## src/rtl/multiport_clock_cache_if.sv

```systemverilog
// multiport_clock_cache_if: read channels, write/invalidate channel and eviction report
interface multiport_clock_cache_if #(
  parameter int ADDR_WIDTH = 8,
  parameter int LINE_WIDTH = 32,
  parameter int NUM_RD = 2
);
  logic [NUM_RD-1:0] rd_valid;
  logic [NUM_RD*ADDR_WIDTH-1:0] rd_addr;
  logic [NUM_RD-1:0] rd_done;
  logic [NUM_RD-1:0] rd_hit;
  logic [NUM_RD*LINE_WIDTH-1:0] rd_val;
  logic wr_req;
  logic wr_inval;
  logic [ADDR_WIDTH-1:0] wr_addr;
  logic [LINE_WIDTH-1:0] wr_val;
  logic wr_ready;
  logic wr_done;
  logic wr_hit;
  logic evict_valid;
  logic [ADDR_WIDTH-1:0] evict_addr;
  modport master (
    output rd_valid, rd_addr, wr_req, wr_inval, wr_addr, wr_val,
    input rd_done, rd_hit, rd_val, wr_ready, wr_done, wr_hit, evict_valid, evict_addr
  );
  modport slave (
    input rd_valid, rd_addr, wr_req, wr_inval, wr_addr, wr_val,
    output rd_done, rd_hit, rd_val, wr_ready, wr_done, wr_hit, evict_valid, evict_addr
  );
endinterface

```

## src/rtl/multiport_clock_cache.sv

```systemverilog
// multiport_clock_cache: fully-associative K-line cache, NUM_RD read ports, CLOCK second-chance eviction
module multiport_clock_cache #(
  parameter int ADDR_WIDTH = 8,
  parameter int LINE_WIDTH = 32,
  parameter int K = 4,
  parameter int NUM_RD = 2
) (
  input logic clock,
  input logic reset,
  multiport_clock_cache_if.slave bus
);
  localparam int PW = $clog2(K);
  localparam logic [0:0] IDLE = 1'b0;
  localparam logic [0:0] SCAN = 1'b1;
  logic [0:0] state;
  logic [PW-1:0] ptr, w_idx, f_idx;
  logic [K-1:0] valid, refb, rd_ref;
  logic [K-1:0][ADDR_WIDTH-1:0] addr_q;
  logic [K-1:0][LINE_WIDTH-1:0] val_q;
  logic [ADDR_WIDTH-1:0] lat_addr;
  logic [LINE_WIDTH-1:0] lat_val;
  logic w_hit, any_free, accept;
  logic [NUM_RD-1:0] hit_c;
  logic [NUM_RD*LINE_WIDTH-1:0] val_c;
  assign bus.wr_ready = !reset && state == IDLE;
  assign accept = bus.wr_req && bus.wr_ready;
  // addresses are unique across valid lines, so OR-reducing matches yields the single hit
  always_comb begin
    rd_ref = '0;
    hit_c = '0;
    val_c = '0;
    w_hit = 1'b0;
    w_idx = '0;
    any_free = 1'b0;
    f_idx = '0;
    for (int k = K - 1; k >= 0; k--)
      if (!valid[k]) begin
        any_free = 1'b1;
        f_idx = PW'(k);
      end
    for (int k = 0; k < K; k++) begin
      if (valid[k] && addr_q[k] == bus.wr_addr) begin
        w_hit = 1'b1;
        w_idx = PW'(k);
      end
      for (int i = 0; i < NUM_RD; i++)
        if (bus.rd_valid[i] && valid[k] && addr_q[k] == bus.rd_addr[i*ADDR_WIDTH +: ADDR_WIDTH]) begin
          rd_ref[k] = 1'b1;
          hit_c[i] = 1'b1;
          val_c[i*LINE_WIDTH +: LINE_WIDTH] = val_c[i*LINE_WIDTH +: LINE_WIDTH] | val_q[k];
        end
    end
  end
  // later per-line assignments override the read-hit ref refresh where a write owns the line
  always_ff @(posedge clock) begin
    if (reset) begin
      valid <= '0;
      refb <= '0;
      ptr <= '0;
      state <= IDLE;
      bus.rd_done <= '0;
      bus.rd_hit <= '0;
      bus.rd_val <= '0;
      bus.wr_done <= 1'b0;
      bus.wr_hit <= 1'b0;
      bus.evict_valid <= 1'b0;
      bus.evict_addr <= '0;
    end else begin
      bus.rd_done <= bus.rd_valid;
      for (int i = 0; i < NUM_RD; i++)
        if (bus.rd_valid[i]) begin
          bus.rd_hit[i] <= hit_c[i];
          bus.rd_val[i*LINE_WIDTH +: LINE_WIDTH] <= val_c[i*LINE_WIDTH +: LINE_WIDTH];
        end
      refb <= refb | rd_ref;
      bus.wr_done <= 1'b0;
      bus.evict_valid <= 1'b0;
      if (accept) begin
        if (bus.wr_inval || w_hit) begin
          bus.wr_done <= 1'b1;
          bus.wr_hit <= w_hit;
          if (w_hit) begin
            valid[w_idx] <= !bus.wr_inval;
            refb[w_idx] <= !bus.wr_inval;
            if (!bus.wr_inval) val_q[w_idx] <= bus.wr_val;
          end
        end else if (any_free) begin
          bus.wr_done <= 1'b1;
          bus.wr_hit <= 1'b0;
          valid[f_idx] <= 1'b1;
          refb[f_idx] <= 1'b1;
          addr_q[f_idx] <= bus.wr_addr;
          val_q[f_idx] <= bus.wr_val;
        end else begin
          lat_addr <= bus.wr_addr;
          lat_val <= bus.wr_val;
          state <= SCAN;
        end
      end else if (state == SCAN) begin
        ptr <= ptr + 1'b1;
        if (refb[ptr]) refb[ptr] <= rd_ref[ptr];
        else begin
          bus.evict_addr <= addr_q[ptr];
          bus.evict_valid <= 1'b1;
          bus.wr_done <= 1'b1;
          bus.wr_hit <= 1'b0;
          addr_q[ptr] <= lat_addr;
          val_q[ptr] <= lat_val;
          refb[ptr] <= 1'b1;
          state <= IDLE;
        end
      end
    end
  end
endmodule

```

## src/flat_wrapper.sv

```systemverilog
// flat-port wrapper written by rule: the top's interface ports become plain ports
module multiport_clock_cache_flat 
#(
  parameter int ADDR_WIDTH = 8,
  parameter int LINE_WIDTH = 32,
  parameter int K = 4,
  parameter int NUM_RD = 2
)
  (clock, reset, bus_rd_valid, bus_rd_addr, bus_wr_req, bus_wr_inval, bus_wr_addr, bus_wr_val, bus_rd_done, bus_rd_hit, bus_rd_val, bus_wr_ready, bus_wr_done, bus_wr_hit, bus_evict_valid, bus_evict_addr);
  multiport_clock_cache_if #(.ADDR_WIDTH(ADDR_WIDTH), .LINE_WIDTH(LINE_WIDTH), .NUM_RD(NUM_RD)) bus_i ();
  input logic clock;
  input logic reset;
  input wire logic [$bits(bus_i.rd_valid)-1:0] bus_rd_valid;
  input wire logic [$bits(bus_i.rd_addr)-1:0] bus_rd_addr;
  input wire logic [$bits(bus_i.wr_req)-1:0] bus_wr_req;
  input wire logic [$bits(bus_i.wr_inval)-1:0] bus_wr_inval;
  input wire logic [$bits(bus_i.wr_addr)-1:0] bus_wr_addr;
  input wire logic [$bits(bus_i.wr_val)-1:0] bus_wr_val;
  output wire logic [$bits(bus_i.rd_done)-1:0] bus_rd_done;
  output wire logic [$bits(bus_i.rd_hit)-1:0] bus_rd_hit;
  output wire logic [$bits(bus_i.rd_val)-1:0] bus_rd_val;
  output wire logic [$bits(bus_i.wr_ready)-1:0] bus_wr_ready;
  output wire logic [$bits(bus_i.wr_done)-1:0] bus_wr_done;
  output wire logic [$bits(bus_i.wr_hit)-1:0] bus_wr_hit;
  output wire logic [$bits(bus_i.evict_valid)-1:0] bus_evict_valid;
  output wire logic [$bits(bus_i.evict_addr)-1:0] bus_evict_addr;
  assign bus_i.rd_valid = bus_rd_valid;
  assign bus_i.rd_addr = bus_rd_addr;
  assign bus_i.wr_req = bus_wr_req;
  assign bus_i.wr_inval = bus_wr_inval;
  assign bus_i.wr_addr = bus_wr_addr;
  assign bus_i.wr_val = bus_wr_val;
  assign bus_rd_done = bus_i.rd_done;
  assign bus_rd_hit = bus_i.rd_hit;
  assign bus_rd_val = bus_i.rd_val;
  assign bus_wr_ready = bus_i.wr_ready;
  assign bus_wr_done = bus_i.wr_done;
  assign bus_wr_hit = bus_i.wr_hit;
  assign bus_evict_valid = bus_i.evict_valid;
  assign bus_evict_addr = bus_i.evict_addr;
  multiport_clock_cache #(.ADDR_WIDTH(ADDR_WIDTH), .LINE_WIDTH(LINE_WIDTH), .K(K), .NUM_RD(NUM_RD)) u_core (.clock(clock), .reset(reset), .bus(bus_i));
endmodule
```

## config.mk

```make
export PLATFORM = sky130hd
export DESIGN_NAME = multiport_clock_cache_flat
export DESIGN_NICKNAME = d
export VERILOG_FILES = /design/src/rtl/multiport_clock_cache_if.sv /design/src/rtl/multiport_clock_cache.sv /design/src/flat_wrapper.sv
export SDC_FILE = /design/constraint.sdc
export NUM_CORES = 1
export LEC_CHECK = 0
export CAP_MARGIN = 20
export CORE_MARGIN = 2
export CORE_UTILIZATION = 60
export DETAILED_ROUTE_END_ITERATION = 8
export PLACE_DENSITY_LB_ADDON = 0.05
export SETUP_SLACK_MARGIN = 0.5
export SLEW_MARGIN = 10
export SYNTH_ARGS = -nofsm -noshare
export SYNTH_HDL_FRONTEND = slang
export SYNTH_SLANG_ARGS = --single-unit
```

## constraint.sdc

```tcl
create_clock -name clock -period 4.8 [get_ports clock]
set_input_delay 0.72 -clock clock [delete_from_list [all_inputs] [get_ports clock]]
set_output_delay 0.72 -clock clock [all_outputs]
set_load 0.02 [all_outputs]
```

==> impl_metrics.tcl, run 1 <==
set metrics [dict create \
    row_count 55 \
    timing.fmax_mhz 275 \
    grt_first_pass_wirelength_mm 61.9 \
    syn_to_final_growth_pct 19.6 \
    ys_ff_latch 290 \
    synth_mux_area_share_pct 2.28 \
    required_ns 5.05 \
    pin_count 142 \
    start_util_pct 60.9 \
    grt_max_degree 52 \
    skew_ns 0.0176 \
    comb_power_share_pct 5.0 \
    synthTopCellsByArea "edfxtp_1 44%, dfxtp_1 13%, a22o_1 10%" \
    grt_overflow 0 \
    synth_area_mm2 0.0137 \
    cts_buffer_depth 3 \
    crit_chain "clkdlybuf4s50_1 -> xnor2_1 -> nand4_1 -> nor3_1 -> or4b_4 -> o31ai_1 -> a21oi_1 -> o21a_2 -> buf_12" \
    drt_iter0_markers 1510 \
    synthAdderAreaFrac_pct 0.364 \
    fillers 1614 \
    cellPowerDensity_mw_per_mm2 314 \
    yosys.area_share.simple_pct 9.19 \
    crit_slowest_cell "clkdlybuf4s50_1" \
    setup_slack_ns 1.16 \
    clk_latency_ns 0.56 \
    synth_ff_type "edfxtp_1" \
    reg2reg_slack_ns 1.39 \
    critPathCaptureType "flop" \
    cts-resized-gates 0 \
    setup_viol 0 \
    leakagePower_nw 5.33 \
    fp.dieW_um 155 \
    crit_type "in -> reg" \
    relSlewSlack_pct 37.9 \
    netlist_instances 1165 \
    tns_ns 0 \
    place_congestion 0.937 \
    drcViolationCount 0 \
    cts_setup_buffers 0 \
    dp_hpwl_mm 25.3 \
    finalCritPeriodShare_pct 75.8 \
    status "finished clean" \
    grt_pass1_vias 10700 \
    die_h_um 155 \
    synth-compound-area-share_pct 21.8 \
    via_per_inst 6.90 \
    hp-class "reg -> reg" \
    avgSynthCellArea_um2 11.8 \
    maxCapViolations 0 \
    vias 10800 \
    synth_top_family_by_area "compound AO/OA/AOI/OAI gates" \
    yosysTopAreaCellShare_pct 43.7 \
    p_switching_mw 1.10 \
    power_switching_share_pct 21.4 \
    start_kind "input pin" \
    wl_per_cell_um 25.8 \
    synth_most_common_cell "edfxtp_1" \
    ys_async_sr_fraction_pct 0 \
    synth_cell_type_count 50 \
    num_antenna_cells 0 \
    postCtsHoldBufs 0 \
    synth_edf_count 200 \
    fp.dieArea_mm2 0.0241 \
    hold_violations 0 \
    worst_pin_slew_ns 0.926 \
    clkTransAtPathRegs_ns 0.06 \
    core_mm2 0.0226 \
    antenna_found_initial 0 \
    synth.largest_area_cell "edfxtp_1" \
    seq_area_frac_synth_pct 56.8 \
    io_buffer_count 141 \
    place_ws_ns 0.491 \
    cts_tree "done" \
    rsz0062_at_grt "no" \
    placed_area_mm2 0.0155 \
    grt_util_all_layers_pct 33.3 \
    clockPowerShare_pct 43.3 \
    cts.sink_count 290 \
    cp_max_fo 21 \
    dr.pass1.iters 9 \
    layout-drive-gt1-share_pct 8.85 \
    synth_xor_xnor_area_share_pct 5.99 \
    drv_slew 0 \
    antenna_left 0 \
    intPower_mw 4.06 \
    routed_wirelength_mm 40.6 \
    crit_arrival_ns 3.89 \
    design_area_mm2 0.0164 \
    layout_min_cycle_time_ns 3.64 \
    slowest_delay_ns 0.66 \
    cts_root_buf "clkbuf_16" \
    syn_nets 1231 \
    pwr-share-seq_pct 51.7 \
    vdd.ir_drop.worst_uv 260 \
    cts_made_buffers 30 \
    ys_warn_count 0 \
    h-tree-depth 1 \
    synthTopCellsByCount "200 x edfxtp_1, 164 x a22o_1, 138 x a21oi_1" \
    final_nets 1330 \
]
[power groups by stage]
| stage | Clock [mW] | Sequential (mW) | Combinational [mW] |
|---|---|---|---|
| floorplan | 0 | 2.72 | 0.137 |
| global placement | 0 | 2.72 | 0.245 |
| detailed placement | 0 | 2.72 | 0.248 |
| CTS | 2.25 | 2.67 | 0.248 |
| global route | 2.34 | 2.67 | 0.271 |
| finish | 2.24 | 2.67 | 0.256 |
[per-stage QoR]
| step | hold WS, ns | util (%) | total power [mW] | instances |
|---|---|---|---|---|
| floorplan | 0.502 | - | 2.86 | 1165 |
| global route | 0.495 | 72.8 | 5.28 | 1573 |
| detailed placement | 0.464 | 68.5 | 2.97 | 1516 |
| finish | 0.472 | 72.8 | 5.16 | 1573 |
| global placement | 0.463 | 68.5 | 2.97 | 1516 |
| CTS | 0.475 | 72.7 | 5.17 | 1572 |
[cells by family (layout without fill, tap and decap cells)]
kind of cell	count (synthesis)	count (layout)
compound gates	408	408
flops	290	290
simple gates	232	232
buf+inv	117	240
xor+xnor	94	94
mux	20	20
fa+ha+maj	4	4
[layout make-up]
type,instances,area (um2),area share [%]
flip-flops and latches,290,7810,47.5
clock buffers,42,816,4.97
inverters,7,26.3,0.160
repair buffers,177,1780,10.8
well taps,285,357,2.17
clock inverters,14,126,0.769
multi-input cells,758,5520,33.6
[layer usage]
layer	global-route usage, %	share of wire (%)	up-vias
met5	0	0	-
met4	11.7	2.8	0
met3	5.79	10	107
met2	53.2	47	709
met1	46.5	39	5302
li1	-	-	4730
[registers in the layout, summed over array words and instances, names as in the netlist, 2 cells and up]
name,count
u_core.valid,4
u_core.addr_q,32
u_core.bus.rd_val,64
u_core.lat_addr,8
u_core.lat_val,32
u_core.ptr,2
u_core.bus.rd_hit,2
u_core.refb,4
u_core.val_q,128
u_core.bus.rd_done,2
u_core.bus.evict_addr,8
[final timing paths]
check | to | start | cells past startpoint
setup / recovery | u_core.val_q[87] | bus_wr_addr[6] | 9
hold / removal | u_core.bus.rd_hit[0] | u_core.bus.rd_hit[0] | 2
setup reg to reg | u_core.val_q[87] | u_core.ptr[0] | 5
hold reg to reg | u_core.bus.rd_hit[0] | u_core.bus.rd_hit[0] | 2
[placed cells by master, fill, tap and decap left out, types with 15 or more instances in the layout]
master and n:
a222oi_1 38, a22o_1 164, dfxtp_1 90, nor2b_1 69, edfxtp_1 200, nor2_1 25, a21oi_1 137, nand4_1 15
nand2_1 42, a22oi_1 16, clkdlybuf4s50_1 138, a31oi_1 18, xnor2_1 93, clkbuf_16 30, buf_4 29, nand3_1 33
[worst max-delay path: cells and delay by family]
| family | cells | cell delay, ns |
|---|---|---|
| AO/OA/AOI/OAI | 3 | 0.89 |
| XOR/XNOR | 1 | 0.33 |
| buffers and inverters | 2 | 0.92 |
| AND/OR/NAND/NOR | 3 | 1.02 |
Note: power is estimated with default switching activity, not from simulation.
==> inputs of run 2 (changes only) <==
--- a/config.mk
+++ b/config.mk
@@ -7,7 +7,7 @@
 export LEC_CHECK = 0
 export CAP_MARGIN = 20
 export CORE_MARGIN = 2
-export CORE_UTILIZATION = 60
+export CORE_UTILIZATION = 52
 export DETAILED_ROUTE_END_ITERATION = 8
 export PLACE_DENSITY_LB_ADDON = 0.05
 export SETUP_SLACK_MARGIN = 0.5
==> constraint.sdc (replaced) <==
create_clock -name clock -period 3.2 [get_ports clock]
set_input_delay 0.48 -clock clock [delete_from_list [all_inputs] [get_ports clock]]
set_output_delay 0.48 -clock clock [all_outputs]
set_load 0.02 [all_outputs]
==> run 2 against run 1 <==
  * Worst hold slack worse by 0.091 ns
  * Total power up 57%
  * First-iteration DRC count decreased by 4.6%
  * Non-clock buffer count rose by 86
  * Via count increased by 1.3%
  * Clock skew rose by 0.0058 ns
  * Cell count grew 8.8%
  * Combinational power is 70% higher
  * Wire length up 4.6%
  * Final area grew 6.8%
  * Critical endpoint is now u_core.val_q[44]
  * Largest cell class unchanged
  * Largest power group unchanged
==> impl_metrics.tcl, run 2 (synthesis results as in run 1) <==
set metrics [dict create \
    top_regs "u_core.val_q x128, u_core.bus.rd_val x64" \
    hold-worst-slack_ns 0.381 \
    final_nets 1417 \
    vdd.ir_drop.worst_uv 455 \
    syn_to_final_growth_pct 27.6 \
    cts_root_buf "clkbuf_16" \
    crit_arrival_ns 2.98 \
    finalCritPeriodShare_pct 83.3 \
    cts_tree "done" \
    io_buffer_count 141 \
    p_total_mw 8.08 \
    cellPowerDensity_mw_per_mm2 461 \
    core_mm2 0.0260 \
    placed_area_mm2 0.0162 \
    h-tree-depth 1 \
    drt_iter0_markers 1441 \
    design_area_mm2 0.0175 \
    wl_per_cell_um 24.8 \
    reg2reg_slack_ns 0.55 \
    start_util_pct 52.9 \
    maxCapViolations 0 \
    fp.dieArea_mm2 0.0277 \
    regMostFlops "u_core.val_q" \
    relSlewSlack_pct 47.3 \
    grt_util_all_layers_pct 29.8 \
    rsz0062_at_grt "yes" \
    crit_start "bus_wr_addr[1]" \
    skew_ns 0.0234 \
    start_kind "input pin" \
    crit_type "in -> reg" \
    hp-class "in -> reg" \
    vias 11000 \
    fp.dieW_um 167 \
    stdcell_count 1711 \
    row_count 59 \
    drv_slew 0 \
    r2r-end "u_core.val_q[64]" \
    cts.sink_count 290 \
    routed_wirelength_mm 42.5 \
    grt_first_pass_wirelength_mm 64.1 \
    cts_made_buffers 31 \
    ff2ff_path_depth 9 \
    grt_max_degree 49 \
    clk_latency_ns 0.57 \
    antenna_left 0 \
    grt_overflow 0 \
    via_per_inst 6.42 \
    place_congestion 0.915 \
    drcViolationCount 0 \
    setup_viol 0 \
    final_common_cell "edfxtp_1" \
    leakagePower_nw 5.91 \
    required_ns 3.52 \
    clkTransAtPathRegs_ns 0.06 \
    worst_pin_slew_ns 0.790 \
    dp.cells 1629 \
    critPathCaptureType "flop" \
    r2r-start "u_core.addr_q[16]" \
    cp_max_fo 8 \
    num_antenna_cells 0 \
    timing.fmax_mhz 375 \
    hold_violations 0 \
    dp_hpwl_mm 27.7 \
    grt_pass1_vias 10900 \
    status "finished clean" \
    die_h_um 167 \
    dr.pass1.iters 7 \
    antenna_found_initial 0 \
    crit_end "u_core.val_q[44]" \
    cts_buffer_depth 3 \
    layout-drive-gt1-share_pct 15.8 \
    layout_min_cycle_time_ns 2.67 \
    most-common-layout-cells "200 x edfxtp_1, 164 x a22o_1, 136 x a21oi_1" \
    largest_reg_flops 128 \
    pin_count 142 \
]
==> run 2: final cells by class <==
type                       count  area [um2]
fill                        1940        8440
sequential                   290        7810
multi-input combinational    758        5630
timing repair buffer         263        2630
clock buffer                  46         893
tap                          335         419
clock inverter                12         140
inverter                       7        30.0
==> run 2: worst min-delay path by stage <==
stage               slack, ns            startpoint  cells past startpoint               endpoint
finish                   0.38        bus_wr_addr[0]                      2     u_core.lat_addr[0]
global route             0.39        bus_wr_addr[0]                      2     u_core.lat_addr[0]
CTS                      0.47                 reset                      4     u_core.bus.wr_done
detailed placement       0.47  u_core.bus.rd_hit[0]                      2   u_core.bus.rd_hit[0]
global placement         0.46  u_core.bus.rd_hit[0]                      2   u_core.bus.rd_hit[0]
floorplan                0.50      u_core.val_q[54]                      2  u_core.bus.rd_val[22]
==> run 2: report_power, final <==
| group | switching, mW | internal, mW |
|---|---|---|
| logic | 0.235 | 0.199 |
| registers | 0.0125 | 3.99 |
| clock network | 1.48 | 2.17 |
| total | 1.73 | 6.36 |
==> run 2: metrics by stage <==
step	TNS (ns)	setup slack, ns	utilization [%]
floorplan	0	0.492	-
global route	0	0.441	67.5
CTS	0	0.496	66.7
detailed placement	-15.48	-0.118	62.4
global placement	-11.36	-0.104	62.4
finish	0	0.534	67.5
==> run 2: timing repair <==
item | in CTS | in global routing
setup endpoints to repair | 160 | 192
pin swaps | 1 | 2
cloned | 0 | 1
setup buffers | 10 | 13
hold buffers | 0 | 0
resized for setup | 1 | 16
==> run 2: critical path, cell delays in order <==
cell	delay, ns
clkdlybuf4s50_1	0.40
buf_4	0.17
buf_4	0.15
xnor2_1	0.13
nand4_1	0.10
nor3_1	0.07
or4b_4	0.60
o31ai_4	0.32
a21oi_2	0.09
buf_6	0.16
o21a_4	0.14
clkbuf_16	0.18
==> run 2: per-layer routing <==
| layer | wire, um | track usage [%] | up-vias |
|---|---|---|---|
| met5 | 0 | 0 | - |
| met4 | 1120 | 9.82 | 0 |
| met3 | 4340 | 5.68 | 85 |
| met1 | 17400 | 41.6 | 5381 |
| met2 | 19700 | 47.4 | 629 |
| li1 | - | - | 4898 |
